`src/rtl/mii_tx_arb_pkg.sv`:
```
// Shared definitions for the MII transmit arbiter: state encodings, default IPG length
// and the round-robin winner helper.
package mii_tx_arb_pkg;

    localparam logic [1:0] ST_IDLE  = 2'd0;
    localparam logic [1:0] ST_GRANT = 2'd1;
    localparam logic [1:0] ST_SEND  = 2'd2;
    localparam logic [1:0] ST_IPG   = 2'd3;

    // 24 nibbles = 96 bit times of inter-packet gap
    localparam int unsigned MII_IPG_NIBBLES_DEF = 24;

    typedef enum logic [1:0] {
        IDLE  = ST_IDLE,
        GRANT = ST_GRANT,
        SEND  = ST_SEND,
        IPG   = ST_IPG
    } state_t;

    // Winner index: the pointer breaks a tie, otherwise the lone requester wins.
    function automatic logic pick(input logic [1:0] req, input logic ptr);
        return (req == 2'b11) ? ptr : req[1];
    endfunction

endpackage

```
`src/rtl/mii_tx_arb.sv`:
```
// Two-requester round-robin arbiter driving one MII transmit port with enforced IPG.
// Define MII_TX_ARB_DEFER_EN for the half-duplex build that defers to carrier sense.
module mii_tx_arb
    import mii_tx_arb_pkg::*;
#(
    parameter int unsigned IPG_NIBBLES = MII_IPG_NIBBLES_DEF
) (
    input  logic       clk,
    input  logic       rst_n,
    input  logic       ce,
    input  logic       link_status,
    input  logic       crs,
    input  logic [1:0] req,
    output logic [1:0] gnt,
    input  logic [1:0] en,
    input  logic [1:0] er,
    input  logic [3:0] d0,
    input  logic [3:0] d1,
    output logic       tx_en,
    output logic       tx_er,
    output logic [3:0] txd
);

    localparam logic [7:0] IPG_LOAD = 8'(IPG_NIBBLES - 1);

    state_t     r_state;
    logic [7:0] r_cnt;
    logic       r_ptr;
    logic       r_g;
    logic [1:0] r_gnt;
    logic       r_tx_en;
    logic       r_tx_er;
    logic [3:0] r_txd;

    logic       w_crs;
    logic       w_win;
    logic       w_en;
    logic       w_er;
    logic [3:0] w_d;

`ifdef MII_TX_ARB_DEFER_EN
    logic r_crs_s1;
    logic r_crs_s2;

    always_ff @(posedge clk or negedge rst_n) begin
        if (!rst_n) begin
            r_crs_s1 <= 1'b0;
            r_crs_s2 <= 1'b0;
        end else begin
            r_crs_s1 <= crs;
            r_crs_s2 <= r_crs_s1;
        end
    end

    assign w_crs = r_crs_s2;
`else
    logic w_unused_crs;
    assign w_unused_crs = crs;
    assign w_crs        = 1'b0;
`endif

    assign w_win = pick(req, r_ptr);
    assign w_en  = en[r_g];
    assign w_er  = er[r_g];
    assign w_d   = r_g ? d1 : d0;

    always_ff @(posedge clk or negedge rst_n) begin
        if (!rst_n) begin
            r_state <= IPG;
            r_cnt   <= IPG_LOAD;
            r_ptr   <= 1'b0;
            r_g     <= 1'b0;
            r_gnt   <= 2'b00;
            r_tx_en <= 1'b0;
            r_tx_er <= 1'b0;
            r_txd   <= 4'h0;
        end else if (!link_status) begin
            // Link loss acts immediately, independent of the nibble strobe
            r_state <= IPG;
            r_cnt   <= IPG_LOAD;
            r_gnt   <= 2'b00;
            r_tx_en <= 1'b0;
            r_tx_er <= 1'b0;
            r_txd   <= 4'h0;
        end else if (ce) begin
            case (r_state)
                IDLE: begin
                    if (w_crs) begin
                        r_state <= IPG;
                        r_cnt   <= IPG_LOAD;
                    end else if (|req) begin
                        r_g     <= w_win;
                        r_gnt   <= w_win ? 2'b10 : 2'b01;
                        r_state <= GRANT;
                    end
                end
                GRANT: begin
                    // Outputs only leave zero on the nibble that starts SEND
                    if (w_en) begin
                        r_state <= SEND;
                        r_tx_en <= 1'b1;
                        r_tx_er <= w_er;
                        r_txd   <= w_d;
                    end else if (!req[r_g]) begin
                        r_state <= IDLE;
                        r_gnt   <= 2'b00;
                    end
                end
                SEND: begin
                    if (w_en) begin
                        r_tx_er <= w_er;
                        r_txd   <= w_d;
                    end else begin
                        r_state <= IPG;
                        r_cnt   <= IPG_LOAD;
                        r_gnt   <= 2'b00;
                        r_tx_en <= 1'b0;
                        r_tx_er <= 1'b0;
                        r_txd   <= 4'h0;
                        r_ptr   <= ~r_g;
                    end
                end
                IPG: begin
                    if (w_crs)
                        r_cnt <= IPG_LOAD;
                    else if (r_cnt == 8'd0)
                        r_state <= IDLE;
                    else
                        r_cnt <= r_cnt - 8'd1;
                end
                default: r_state <= IPG;
            endcase
        end
    end

    assign gnt   = r_gnt;
    assign tx_en = r_tx_en;
    assign tx_er = r_tx_er;
    assign txd   = r_txd;

endmodule
```
`config.mk`:
```
export PLATFORM = sky130hd
export DESIGN_NAME = mii_tx_arb
export DESIGN_NICKNAME = d
export VERILOG_FILES = /design/src/rtl/mii_tx_arb_pkg.sv /design/src/rtl/mii_tx_arb.sv
export SDC_FILE = /design/constraint.sdc
export NUM_CORES = 1
export LEC_CHECK = 0
export CAP_MARGIN = 30
export CORE_ASPECT_RATIO = 0.9
export CORE_MARGIN = 2
export CORE_UTILIZATION = 40
export CTS_CLUSTER_SIZE = 16
export DETAILED_ROUTE_END_ITERATION = 10
export GPL_ROUTABILITY_DRIVEN = 0
export GPL_TIMING_DRIVEN = 1
export PLACE_DENSITY_LB_ADDON = 0.25
export SYNTH_ARGS = -nofsm -noshare
export SYNTH_HDL_FRONTEND = slang
export SYNTH_SLANG_ARGS = --single-unit
```
`constraint.sdc`:
```
create_clock -name clk -period 4.1 [get_ports clk]
set_input_delay 0.82 -clock clk [delete_from_list [all_inputs] [get_ports clk]]
set_output_delay 0.82 -clock clk [all_outputs]
set_load 0.01 [all_outputs]
```
* After elaboration in Yosys (flattened, before gate mapping) *
Cells that the tools add are included.

operators by class
  add/sub/neg operators = 1
  magnitude comparators = 1
  equal/unequal tests = 16
  muxes and demuxes = 43
  bitwise logic cells = 2
  reduce and logical (&&, ||, !) cells = 10

operators by type and width
  operator               number
  $mux W8                4
  $mux W2                13
  $ne A3 B3 Y1 const B   7
  $mux W4                5
  $pmux W8 S2            1
  $reduce_and A4 Y1      4
  $mux W1                15
  $logic_not A8 Y1       1
  $pmux W2 S4            1
  $pmux W4 S2            1
  $sub A8 B1 Y8 const B  1
  $eq A2 B2 Y1 const B   3
  $ne A3 B1 Y1 const B   2
  $pmux W2 S3            1
  $reduce_and A6 Y1      1
  $reduce_and A5 Y1      1
  $ne A4 B1 Y1 const B   1
  $ne A4 B4 Y1 const B   1
  $pmux W1 S2            2
  $reduce_and A3 Y1      1
  $eq A2 B1 Y1 const B   1
  $logic_not A2 Y1       1
  $lt A1 B2 Y1 const B   1
  $ne A2 B2 Y1 const B   1
  2 further kinds        3

storage, ports and cells
  flip-flop bits (word level) = 20
  output and inout bits = 8
  word-level logic and storage cells = 81

* Depth between registers and ports, before layout *
  word-level depth = 7
  mapped depth = 7
  mapped depth without buffers = 6

* Worst setup path after synthesis *
OpenSTA, ideal clock, no wires.

  path kind = input to register
  start = input port req[1]
  end = register r_gnt[1], in the netlist gnt[1]
  data arrival time = 1758 ps
  data required time = 3996 ps
  setup slack = 2239 ps
  cell stages on the path = 4
  path through = or3b_1 -> a31oi_2 -> nand3_2 -> o41ai_2

on the way
  longest elaborated chain between the ends = 7

ends and longest elaborated chain
  element               line                  RTL
  start, declared       mii_tx_arb.sv:13      input logic [1:0] req,
  $eq A2 B2 Y1          mii_tx_arb_pkg.sv:22  return (req == 2'b11) ? ptr : req[1];
  $mux W1               mii_tx_arb_pkg.sv:22
  $mux W2               mii_tx_arb.sv:93      r_gnt <= w_win ? 2'b10 : 2'b01;
  $mux W2               mii_tx_arb.sv:91      end else if (|req) begin
  $pmux W2 S3           mii_tx_arb.sv:86      case (r_state)
  $mux W2               mii_tx_arb.sv:85      end else if (ce) begin
  $mux W2               mii_tx_arb.sv:77      end else if (!link_status) begin
  end signal, assigned  mii_tx_arb.sv:93
  end, declared         mii_tx_arb.sv:30      logic [1:0] r_gnt;

Parallel ways exist; a longest one is shown, timed or not. The select of a mux whose other input is x is not followed.
A chain may end at the register's enable or synchronous reset.

* Worst setup path in the final report *
  start = input port link_status
  end = register r_state[1]

on the way
  longest elaborated chain between the ends = 2

ends and longest elaborated chain
  element                                         line              RTL
  start, declared                                 mii_tx_arb.sv:11  input logic link_status,
  $ne A4 B4 Y1 (no line) (tied with other cells)  n/a
  $reduce_and A5 Y1 (no line)                     n/a
  end signal, assigned                            mii_tx_arb.sv:69  r_state <= IPG;
  end signal, assigned                            mii_tx_arb.sv:79  r_state <= IPG;
  end signal, assigned                            mii_tx_arb.sv:89  r_state <= IPG;
  end, declared                                   mii_tx_arb.sv:26  state_t r_state;

Parallel ways exist; a longest one is shown, timed or not.

==> results.md <==
* Status: completed
* Gate Count Post-Synth at around 140
* RR Endpoint: r_cnt[4]
* Post-placement cell area at roughly 1600 um2
* TritonCTS clock tree: built
* Post_cts resized at 0
* Final hold viol count at 0
* CP Data Required Time at 4.28 ns
* Fin crit share at 58.72%
* #FFs+latches synth at 20
* CTS buffer count at 3
* Initial Util at 41.09%
* TNS Setup at 0 ns
* Synth Area in XOR/XNOR at 0%
* Detailed Route Iter0 Violations at 75
* Gr usage total at between 10% and 20%
* Synth cell types at 45
* Area contributors post-synth: dfrtp_1 (26%), dfstp_2 (12%), ha_1 (5.5%)
* FF-to-FF path depth at 5
* Unrepaired setup endpoints after global routing: no
* YS warnings at 0
* Fraction of registers with async set/reset at 100.0%
* Total power at 864.4 uW
* Lkg Pwr at roughly 0.67 nW
* Row cnt at 20
* Final Cell Area at 1675 um2
* Vias at 1190
* Met1 GRT Util at 23.99%
* Die area at 3903 um2
* Cell with the most instances after synthesis: dfrtp_1
* Mux share of post-synthesis cell area at 6.770%
* Worst Skew at 0.001978 ns
* Core region area at 3328 um2
* Final Core Density at about half
* Worst reg-to-reg setup slack at 1.86 ns
* Die X-Extent at 65.64 um
* Nets at roughly 190
* Fin crit period at 2.408 ns
* Syn nets at 164
* Pwr Density at 515.9 nW/um2
* Vias per inst at 5.777
* Setup violators final at 0
* HPWL Detailed at 2.411 mm
* IR drop worst, VDD at 0.1858 mV
* Hold slack at roughly 0.49 ns
* Synth Area in Simple Gates at around 17%
* Worst slew pin tran at roughly 0.93 ns
* Capture point of the critical path: r_state[1]
* Port bufs at 25
* Worst skew pair latency at between 0.2 and 0.3 ns
* Crit path launch type: input pin
* Gr busiest metal: met2
* Fraction of layout cells with a size suffix above 1 at around an eighth
* Cts hold-fix bufs at 0
* CP Class: input pin to flop
* Synth top cells by count: dfrtp_1 (14), o21ai_0 (11), inv_1 (10)
* DRT Pass-1 Iters at 4
* Crit. End Element: flop
* Syn Area/Cell at 9.839 um2
* Largest net degree at the start of global routing at 21
* DR WL/cell at 15.85 um
* Hold crit path type: flop to flop
* Met2 usage at between 30% and 40%
* Post-synth EDFFs at 0
* Reg2Reg Launch Point: r_state[1]
* Ys flop type: dfrtp_1
* Final Max Slew Viols at 0
* Area Overhead vs Synth at 22.51%
* Io pins at 27
* DRT antenna net count at 0
* CP Max Fanout at 14
* Syn Std Cell Area at approximately 1400 um2
* Register area share after synthesis at 37.15%
* Die H at 59.47 um
* Max Cap Viol at 0
* Critical path origin: link_status
* Leading area contributor after synthesis: dfrtp_1
* Gr ovfl total at 0
* Diodes inserted at 0
* Vias in the first global route at 1175
* Post-Synth Adder-Cell Area at around 5.5%
* DRC at 0
* Synth top area share at 25.62%
* Global-route wire length before repair at roughly 5.4 mm
* Compound-Gate Fraction of Synth Area at 26.90%
* Reg clk slew, reported paths at about 0.080 ns
* Slew HR at 37.80%
* CTS Sinks at 20
* Largest family of logic cells by synthesized area: compound AO/OA/AOI/OAI gates
* Arr. time, crit path at 2.59 ns
* Drt total wl at 3.265 mm
* Clk buf depth at 2
* Setup bufs post-CTS at 0
* Maximum clock rate at roughly 420 MHz
* Root buffer cell: clkbuf_8
* H-tree depth at 1
* Initial antenna violation count at 0
* GR Util met3 at 3.612%
[sequential cells by signal, summed over array words and instances, names as in the netlist]
| register | flops |
|---|---|
| tx_er | 1 |
| tx_en | 1 |
| r_state | 2 |
| r_ptr | 1 |
| r_cnt | 8 |
| txd | 4 |
| r_g | 1 |
| gnt | 2 |
[power breakdown]
group / internal (mW) / switching [mW] / total, mW
combinational: 0.182 / 0.226 / 0.408
clock: 0.0856 / 0.0709 / 0.156
sequential: 0.248 / 0.0526 / 0.300
[layout by cell type, fill, tap and decap left out, types with 2 or more instances in the layout]
cell type | Yosys | layout
o21a_1 | 3 | 3
a21oi_1 | 6 | 6
dfstp_2 | 6 | 6
nand3_1 | 3 | 3
mux2i_1 | 7 | 7
nand2_1 | 7 | 7
dfrtp_1 | 14 | 14
a41oi_1 | 3 | 3
nor2_1 | 5 | 5
o211ai_1 | 3 | 3
mux2_2 | 2 | 2
clkbuf_8 | 1 | 4
clkdlybuf4s50_1 | 0 | 25
nor3_1 | 6 | 6
a311oi_1 | 2 | 2
nor3b_1 | 2 | 2
ha_1 | 6 | 6
a31oi_1 | 4 | 4
a211oi_1 | 2 | 2
a31o_2 | 2 | 2
o21ai_0 | 11 | 11
o2bb2ai_1 | 5 | 5
nand2b_1 | 2 | 2
nand4_1 | 4 | 4
inv_1 | 10 | 10
[per-layer routing]
metal | wire [um] | vias to the layer above
li1 | - | 579
met1 | 1500 | 585
met2 | 1585 | 22
met3 | 142 | 4
met4 | 36 | 0
met5 | 0 | -
[worst min path at each step]
stage	to	slack, ns	depth (start not counted)	startpoint
after detailed placement	txd[2]	0.48	1	txd[2]
final	txd[0]	0.49	1	txd[0]
after floorplan	r_ptr	0.47	2	r_ptr
after global placement	tx_er	0.47	1	tx_er
after global routing	txd[1]	0.53	1	txd[1]
after CTS	txd[0]	0.50	1	txd[0]
[critical path, cell delays in order]
cell,delay (ns)
clkdlybuf4s50_1,0.45
buf_4,0.19
nand2_1,0.16
a31oi_1,0.61
nor4b_1,0.12
a211oi_1,0.23
[cells by family after synthesis]
family | count (synthesis)
buffers and inverters | 17
adders and majority gates | 6
muxes | 9
and+or+nand+nor | 38
AOI/OAI and AO/OA | 49
DFF | 20
[through the flow]
stage / worst slack (ns) / cells
2_1_floorplan: 2.239 / 139
3_3_place_gp: 1.453 / 202
3_5_place_dp: 1.454 / 202
4_1_cts: 1.716 / 206
5_1_grt: 1.500 / 206
6_report: 1.692 / 206
[area by class of cell]
type,instances,area (um2)
clock buffers,4,55.05
fillers,303,1653
inverters,10,37.54
multi-input cells,102,762.0
flip-flops and latches,20,508.0
well taps,44,55.05
repair buffers,26,257.7
Power figures use the tool's default switching activity.
